===== src/rtl/store_buffer.sv =====
// Store buffer between the MEM stage and a single-port byte-addressed data memory.
// Stores retire into a small FIFO and drain on idle port cycles; loads bypass it unless they overlap.
module store_buffer #(
    parameter int unsigned DEPTH = 4,
    parameter int unsigned AW    = 32
) (
    input  logic          clk,
    input  logic          rst,
    input  logic          req_valid,
    input  logic          req_we,
    input  logic [2:0]    req_func3,
    input  logic [AW-1:0] req_addr,
    input  logic [31:0]   req_wdata,
    input  logic          fence,
    output logic          req_stall,
    output logic [31:0]   req_rdata,
    output logic          empty,
    output logic [2:0]    mem_func3,
    output logic [AW-1:0] mem_addr,
    output logic [31:0]   mem_dataW,
    output logic          mem_MemRW,
    input  logic [31:0]   mem_dataR
);

    localparam int unsigned PW   = (DEPTH > 1) ? $clog2(DEPTH) : 1;
    localparam logic [PW:0] FULL = (PW+1)'(DEPTH);

    typedef enum logic [1:0] {
        ACT_IDLE,
        ACT_READ,
        ACT_ENQ,
        ACT_DRAIN
    } act_t;

    logic [2:0]    ent_func3 [DEPTH];
    logic [AW-1:0] ent_addr  [DEPTH];
    logic [31:0]   ent_wdata [DEPTH];
    logic [PW-1:0] head;
    logic [PW-1:0] tail;
    logic [PW:0]   count;

    act_t act;
    logic stall_c;
    logic hit;

    function automatic logic [AW:0] acc_size(input logic [2:0] f3);
        case (f3[1:0])
            2'b00:   return (AW+1)'(1);
            2'b01:   return (AW+1)'(2);
            default: return (AW+1)'(4);
        endcase
    endfunction

    // Ranges are compared one bit wider than the address so a+size cannot wrap.
    always_comb begin : overlap
        logic [PW-1:0] off;
        logic [AW:0]   req_lo;
        logic [AW:0]   req_hi;
        logic [AW:0]   ent_lo;
        logic [AW:0]   ent_hi;
        hit    = 1'b0;
        off    = '0;
        ent_lo = '0;
        ent_hi = '0;
        req_lo = {1'b0, req_addr};
        req_hi = req_lo + acc_size(req_func3);
        for (int unsigned i = 0; i < DEPTH; i++) begin
            off    = PW'(i) - head;
            ent_lo = {1'b0, ent_addr[i]};
            ent_hi = ent_lo + acc_size(ent_func3[i]);
            if (({1'b0, off} < count) && (req_lo < ent_hi) && (ent_lo < req_hi)) begin
                hit = 1'b1;
            end
        end
    end

    always_comb begin : decide
        act     = ACT_IDLE;
        stall_c = 1'b0;
        if (req_valid && !req_we) begin
            if (hit) begin
                act     = ACT_DRAIN;
                stall_c = 1'b1;
            end else begin
                act = ACT_READ;
            end
        end else if (req_valid && req_we) begin
            if (count == FULL) begin
                act     = ACT_DRAIN;
                stall_c = 1'b1;
            end else begin
                act = ACT_ENQ;
            end
        end else if (count != '0) begin
            act     = ACT_DRAIN;
            stall_c = fence;
        end
    end

    always_comb begin : port_drive
        req_stall = 1'b0;
        req_rdata = '0;
        mem_MemRW = 1'b0;
        mem_addr  = '0;
        mem_func3 = 3'b010;
        mem_dataW = '0;
        if (!rst) begin
            req_stall = stall_c;
            case (act)
                ACT_READ: begin
                    mem_func3 = req_func3;
                    mem_addr  = req_addr;
                    req_rdata = mem_dataR;
                end
                ACT_DRAIN: begin
                    mem_MemRW = 1'b1;
                    mem_func3 = ent_func3[head];
                    mem_addr  = ent_addr[head];
                    mem_dataW = ent_wdata[head];
                end
                default: ;
            endcase
        end
    end

    assign empty = rst || (count == '0);

    always_ff @(posedge clk) begin
        if (rst) begin
            head  <= '0;
            tail  <= '0;
            count <= '0;
        end else begin
            case (act)
                ACT_ENQ: begin
                    tail  <= tail + 1'b1;
                    count <= count + 1'b1;
                end
                ACT_DRAIN: begin
                    head  <= head + 1'b1;
                    count <= count - 1'b1;
                end
                default: ;
            endcase
        end
    end

    always_ff @(posedge clk) begin
        if (!rst && act == ACT_ENQ) begin
            ent_func3[tail] <= req_func3;
            ent_addr[tail]  <= req_addr;
            ent_wdata[tail] <= req_wdata;
        end
    end

`ifndef SYNTHESIS
    fence_only_when_idle: assert property (@(posedge clk) disable iff (rst)
        !(fence && req_valid));
    request_held_while_stalled: assert property (@(posedge clk) disable iff (rst)
        req_stall |=> $stable({req_valid, req_we, req_func3, req_addr, req_wdata}));
`endif

endmodule


===== config.mk =====
export PLATFORM = sky130hd
export DESIGN_NAME = store_buffer
export DESIGN_NICKNAME = d
export VERILOG_FILES = /design/src/rtl/store_buffer.sv
export SDC_FILE = /design/constraint.sdc
export NUM_CORES = 1
export LEC_CHECK = 0
export BUFFER_PORTS_ARGS = -buffer_cell sky130_fd_sc_hd__buf_2
export CELL_PAD_IN_SITES_DETAIL_PLACEMENT = 1
export CELL_PAD_IN_SITES_GLOBAL_PLACEMENT = 1
export CORE_MARGIN = 3
export CORE_UTILIZATION = 49
export DETAILED_ROUTE_END_ITERATION = 8
export GPL_ROUTABILITY_DRIVEN = 0
export PLACE_DENSITY = 0.87
export SYNTH_ARGS = -nofsm -noshare
export SYNTH_HDL_FRONTEND = slang
export SYNTH_SLANG_ARGS = --single-unit

===== constraint.sdc =====
create_clock -name clk -period 6.4 [get_ports clk]
set_clock_uncertainty 0.1 [all_clocks]
set_input_delay 0.96 -clock clk [delete_from_list [all_inputs] [get_ports clk]]
set_output_delay 0.96 -clock clk [all_outputs]
set_load 0.02 [all_outputs]

==> out/summary.md <==
Clock network
• 0.06 ns — clock-pin slew on the worst setup and hold paths
• 30 — number of buffers added by the clock tree synthesis step
• 277 — TritonCTS Sinks
• 1 — number of H-tree levels
• 0.60 ns — source-to-sink clock delay at the later pin of the worst-skew pair
• sky130_fd_sc_hd__clkbuf_16 — clock tree root buffer cell
• 3 — worst-case clock buffer depth
• 0 — number of hold buffers added after CTS
• yes — TritonCTS clock tree

Critical path
• count[2] — worst r2r dst
• sky130_fd_sc_hd__a211oi_2 — CP max stage cell
• input port to output port — Worst Setup Path Type
• 10 — largest driver fanout on the critical path
• 0.40 ns — reg2reg setup slack
• req_func3[1] — Setup crit start
• input port — kind of launch point of the worst setup path
• output port — critical path endpoint category
• sky130_fd_sc_hd__buf_4 — most used cell along the critical path
• 0.36 ns — Slowest Stage Delay on Critical Path
• 5.86 ns — data arrival time of the critical path
• ent_func3[1][0] — FF-to-FF Start
• 28 — worst-case reg-to-reg path depth
• 5.34 ns — WP data required

Timing
• 0 — number of max-slew violations in the final report
• 21.0% — tightest slew margin relative to the limit
• 1.19 ns — pin slew with the least headroom to its limit
• 108% — final period utilization
• 0.144 GHz — Peak Freq
• 6.92 ns — min cycle time layout
• 0 — Final Hold Fails
• 101 — endpoints failing setup
• -44.22 ns — Total Neg Setup Slack
• true — unrepaired setup endpoints after global routing
• -0.523 ns — worst setup margin

Place
• 50.7 mm — total half-perimeter wirelength after legalization and detailed placement
• 205 — IO buf count
• -1.02 ns — pre-CTS setup slack

Yosys
• 0 — number of warning messages in the yosys log
• sky130_fd_sc_hd__edfxtp_1 — most frequently used flop master after synthesis
• 277 — number of flip-flops and latches in the synthesized netlist
• 2051 — Synth Net Count
• 0% — fraction of registers with async set or reset after synthesis
• 1670 — cells after synthesis
• 71 — Yosys cell types
• 11.8 um^2 — Post-Synthesis Mean Instance Area
• 268 — EDFF count, synth
• 41.8% — share of synthesized area occupied by flip-flops and latches
• 19700 um^2 — Mapped Area

Floorplan
• 42600 um^2 — die area
• 39200 um^2 — Core ar.
• 72 — number of standard-cell rows in the floorplan
• 50.3% — initial core utilization
• 206 um — die height
• 206 um — width of the die
• 206 — boundary pin count

Global routing
• 18218 — via count of the first global-routing pass
• 33.8% — gr usage total
• met2 — most used routing layer
• 6.66% — met3 usage in global routing
• 0 — remaining global-route overflow
• 2 — initial antenna violation count
• 109 mm — global-route wire length before repair
• 68 — pin count of the biggest net entering global routing
• 40.5% — met1 track demand over resource in global routing
• 57.5% — met2 Use GR

Final layout
• sky130_fd_sc_hd__ha_1, sky130_fd_sc_hd__edfxtp_1, sky130_fd_sc_hd__buf_4 — commonest cells after routing, fill and taps aside
• 0 — antenna fix cells
• 31.2% — share of layout cells above drive strength 1
• 11800 um^2 — multi-input combinational cell area
• 3981 — final-layout fill cell count
• 8240 um^2 — Reg area
• 25.4% — area growth from synthesis to layout
• 2417 — Total Nets Final

Detailed routing
• 76.2 mm — post-detailed-routing wire length
• 1620 — drt initial violations
• 29.6 um — Routed wire per std cell
• 0 — Detail Route Antenna Nets
• 17206 — total number of vias
• 6 — TritonRoute pass-1 iters
• 0 — post-detailed-route DRC marker count
• 6.67 — drt via density

Power and ir drop
• 286 nW/um^2 — P per Cell Area
• 9.93 nW — leakage power summed over all cells
• 7.06 mW — Final Power
• 307 uV — peak ir drop on the vdd network

Worst hold path
• 2 — number of cells on the worst hold path
• tail[1] — min-delay src
• tail[1] — Endpoint, Worst Hold
• flop to flop — path type of the worst min-delay path

Run status
• finished with violations — outcome
• negative setup slack — violated checks

Run
• 0 — Max-cap violations

## repair_timing
| action | 4_1_cts | 5_1_grt |
|---|---|---|
| endpoints found under the setup margin | 103 | 101 |
| pin swaps | 43 | 48 |
| buffers inserted | 28 | 21 |
| gates cloned | 3 | 2 |
| gates resized for setup | 176 | 108 |
## layer usage
metal / up-vias / wire, um
met1: 8518 / 26900
li1: 7238 / -
met5: - / 30
met4: 4 / 5170
met2: 1107 / 36700
met3: 339 / 7420
## logic make-up after synthesis
family,share of synthesized area [%]
muxes,8.19
adders and majority gates,17.8
and+or+nand+nor,14.2
buffers and inverters,1.51
AOI/OAI and AO/OA,9.65
xor gates and xnor gates,6.80
DFF,41.8
## synthesized netlist by cell type (4+ instances only)
| library cell | count | area, um^2 |
|---|---|---|
| sky130_fd_sc_hd__o2111ai_1 | 7 | 61.3 |
| sky130_fd_sc_hd__and2_1 | 42 | 263 |
| sky130_fd_sc_hd__ha_1 | 271 | 3390 |
| sky130_fd_sc_hd__a211oi_1 | 14 | 105 |
| sky130_fd_sc_hd__nor2_1 | 82 | 308 |
| sky130_fd_sc_hd__and3_1 | 59 | 369 |
| sky130_fd_sc_hd__and4_1 | 21 | 184 |
| sky130_fd_sc_hd__nor3_1 | 21 | 105 |
| sky130_fd_sc_hd__xnor2_1 | 41 | 359 |
| sky130_fd_sc_hd__a21oi_1 | 95 | 475 |
| sky130_fd_sc_hd__o21ai_0 | 47 | 235 |
| sky130_fd_sc_hd__buf_2 | 4 | 20.0 |
| sky130_fd_sc_hd__a22o_1 | 28 | 245 |
| sky130_fd_sc_hd__mux4_2 | 67 | 1510 |
| sky130_fd_sc_hd__nor2b_1 | 22 | 138 |
| sky130_fd_sc_hd__o211ai_1 | 4 | 30.0 |
| sky130_fd_sc_hd__inv_1 | 26 | 97.6 |
| sky130_fd_sc_hd__nor4_1 | 6 | 37.5 |
| sky130_fd_sc_hd__nand2b_1 | 14 | 87.6 |
| sky130_fd_sc_hd__fa_1 | 6 | 120 |
| sky130_fd_sc_hd__nand2_1 | 125 | 469 |
| sky130_fd_sc_hd__a2111oi_0 | 7 | 61.3 |
| sky130_fd_sc_hd__mux2i_1 | 7 | 70.1 |
| sky130_fd_sc_hd__dfxtp_1 | 9 | 180 |
| sky130_fd_sc_hd__o21a_1 | 7 | 52.6 |
| sky130_fd_sc_hd__nand3_1 | 65 | 325 |
| sky130_fd_sc_hd__nand4_1 | 53 | 332 |
| sky130_fd_sc_hd__a221oi_1 | 4 | 35.0 |
| sky130_fd_sc_hd__clkbuf_1 | 32 | 120 |
| sky130_fd_sc_hd__a21o_1 | 39 | 293 |
| sky130_fd_sc_hd__xor2_1 | 112 | 981 |
| sky130_fd_sc_hd__edfxtp_1 | 268 | 8050 |
## state kept, by name, indices dropped and copies added, names as in the netlist, named ones only
signal,cells
ent_func3,12
count,3
ent_addr,128
tail,2
ent_wdata,128
head,2
## final cells by class
cell class / count / area share (%)
multi-input combinational: 1323 / 47.8
sequential: 277 / 33.3
timing repair buffer: 378 / 11.4
tap: 518 / 2.62
clock inverter: 24 / 1.31
clock buffer: 32 / 3.07
inverter: 26 / 0.395
## per-stage QoR
step	hold slack [ns]	std cells	utilization [%]	area, um^2
6_report	0.403	2578	63.0	24700
4_1_cts	0.408	2562	61.7	24200
5_1_grt	0.446	2578	63.0	24700
3_5_place_dp	0.399	2476	56.6	22200
3_3_place_gp	0.379	2476	56.6	22200
2_1_floorplan	0.369	1670	-	19700
## report_power, final
group | leakage, nW | internal [mW] | total (mW) | switching [mW]
logic | 6.91 | 1.22 | 2.69 | 1.46
clock network | 0.524 | 1.11 | 1.90 | 0.788
registers | 2.50 | 2.20 | 2.47 | 0.276
## critical path, delay by kind of cell
family | cells | cell delay (ns)
AOI/OAI and AO/OA | 8 | 1.26
xor gates and xnor gates | 1 | 0.21
adders and majority gates | 2 | 0.47
buffers and inverters | 9 | 1.25
and+or+nand+nor | 10 | 1.67
## worst max path at each step
stage / end / slack (ns) / cells past startpoint
3_3_place_gp: mem_func3[0] / -0.67 / 24
3_5_place_dp: req_rdata[15] / -1.02 / 26
5_1_grt: mem_func3[0] / -0.63 / 30
4_1_cts: mem_addr[26] / -0.23 / 24
6_report: mem_func3[0] / -0.52 / 30
2_1_floorplan: mem_func3[1] / 0.04 / 20
Power figures use the tool's default switching activity.
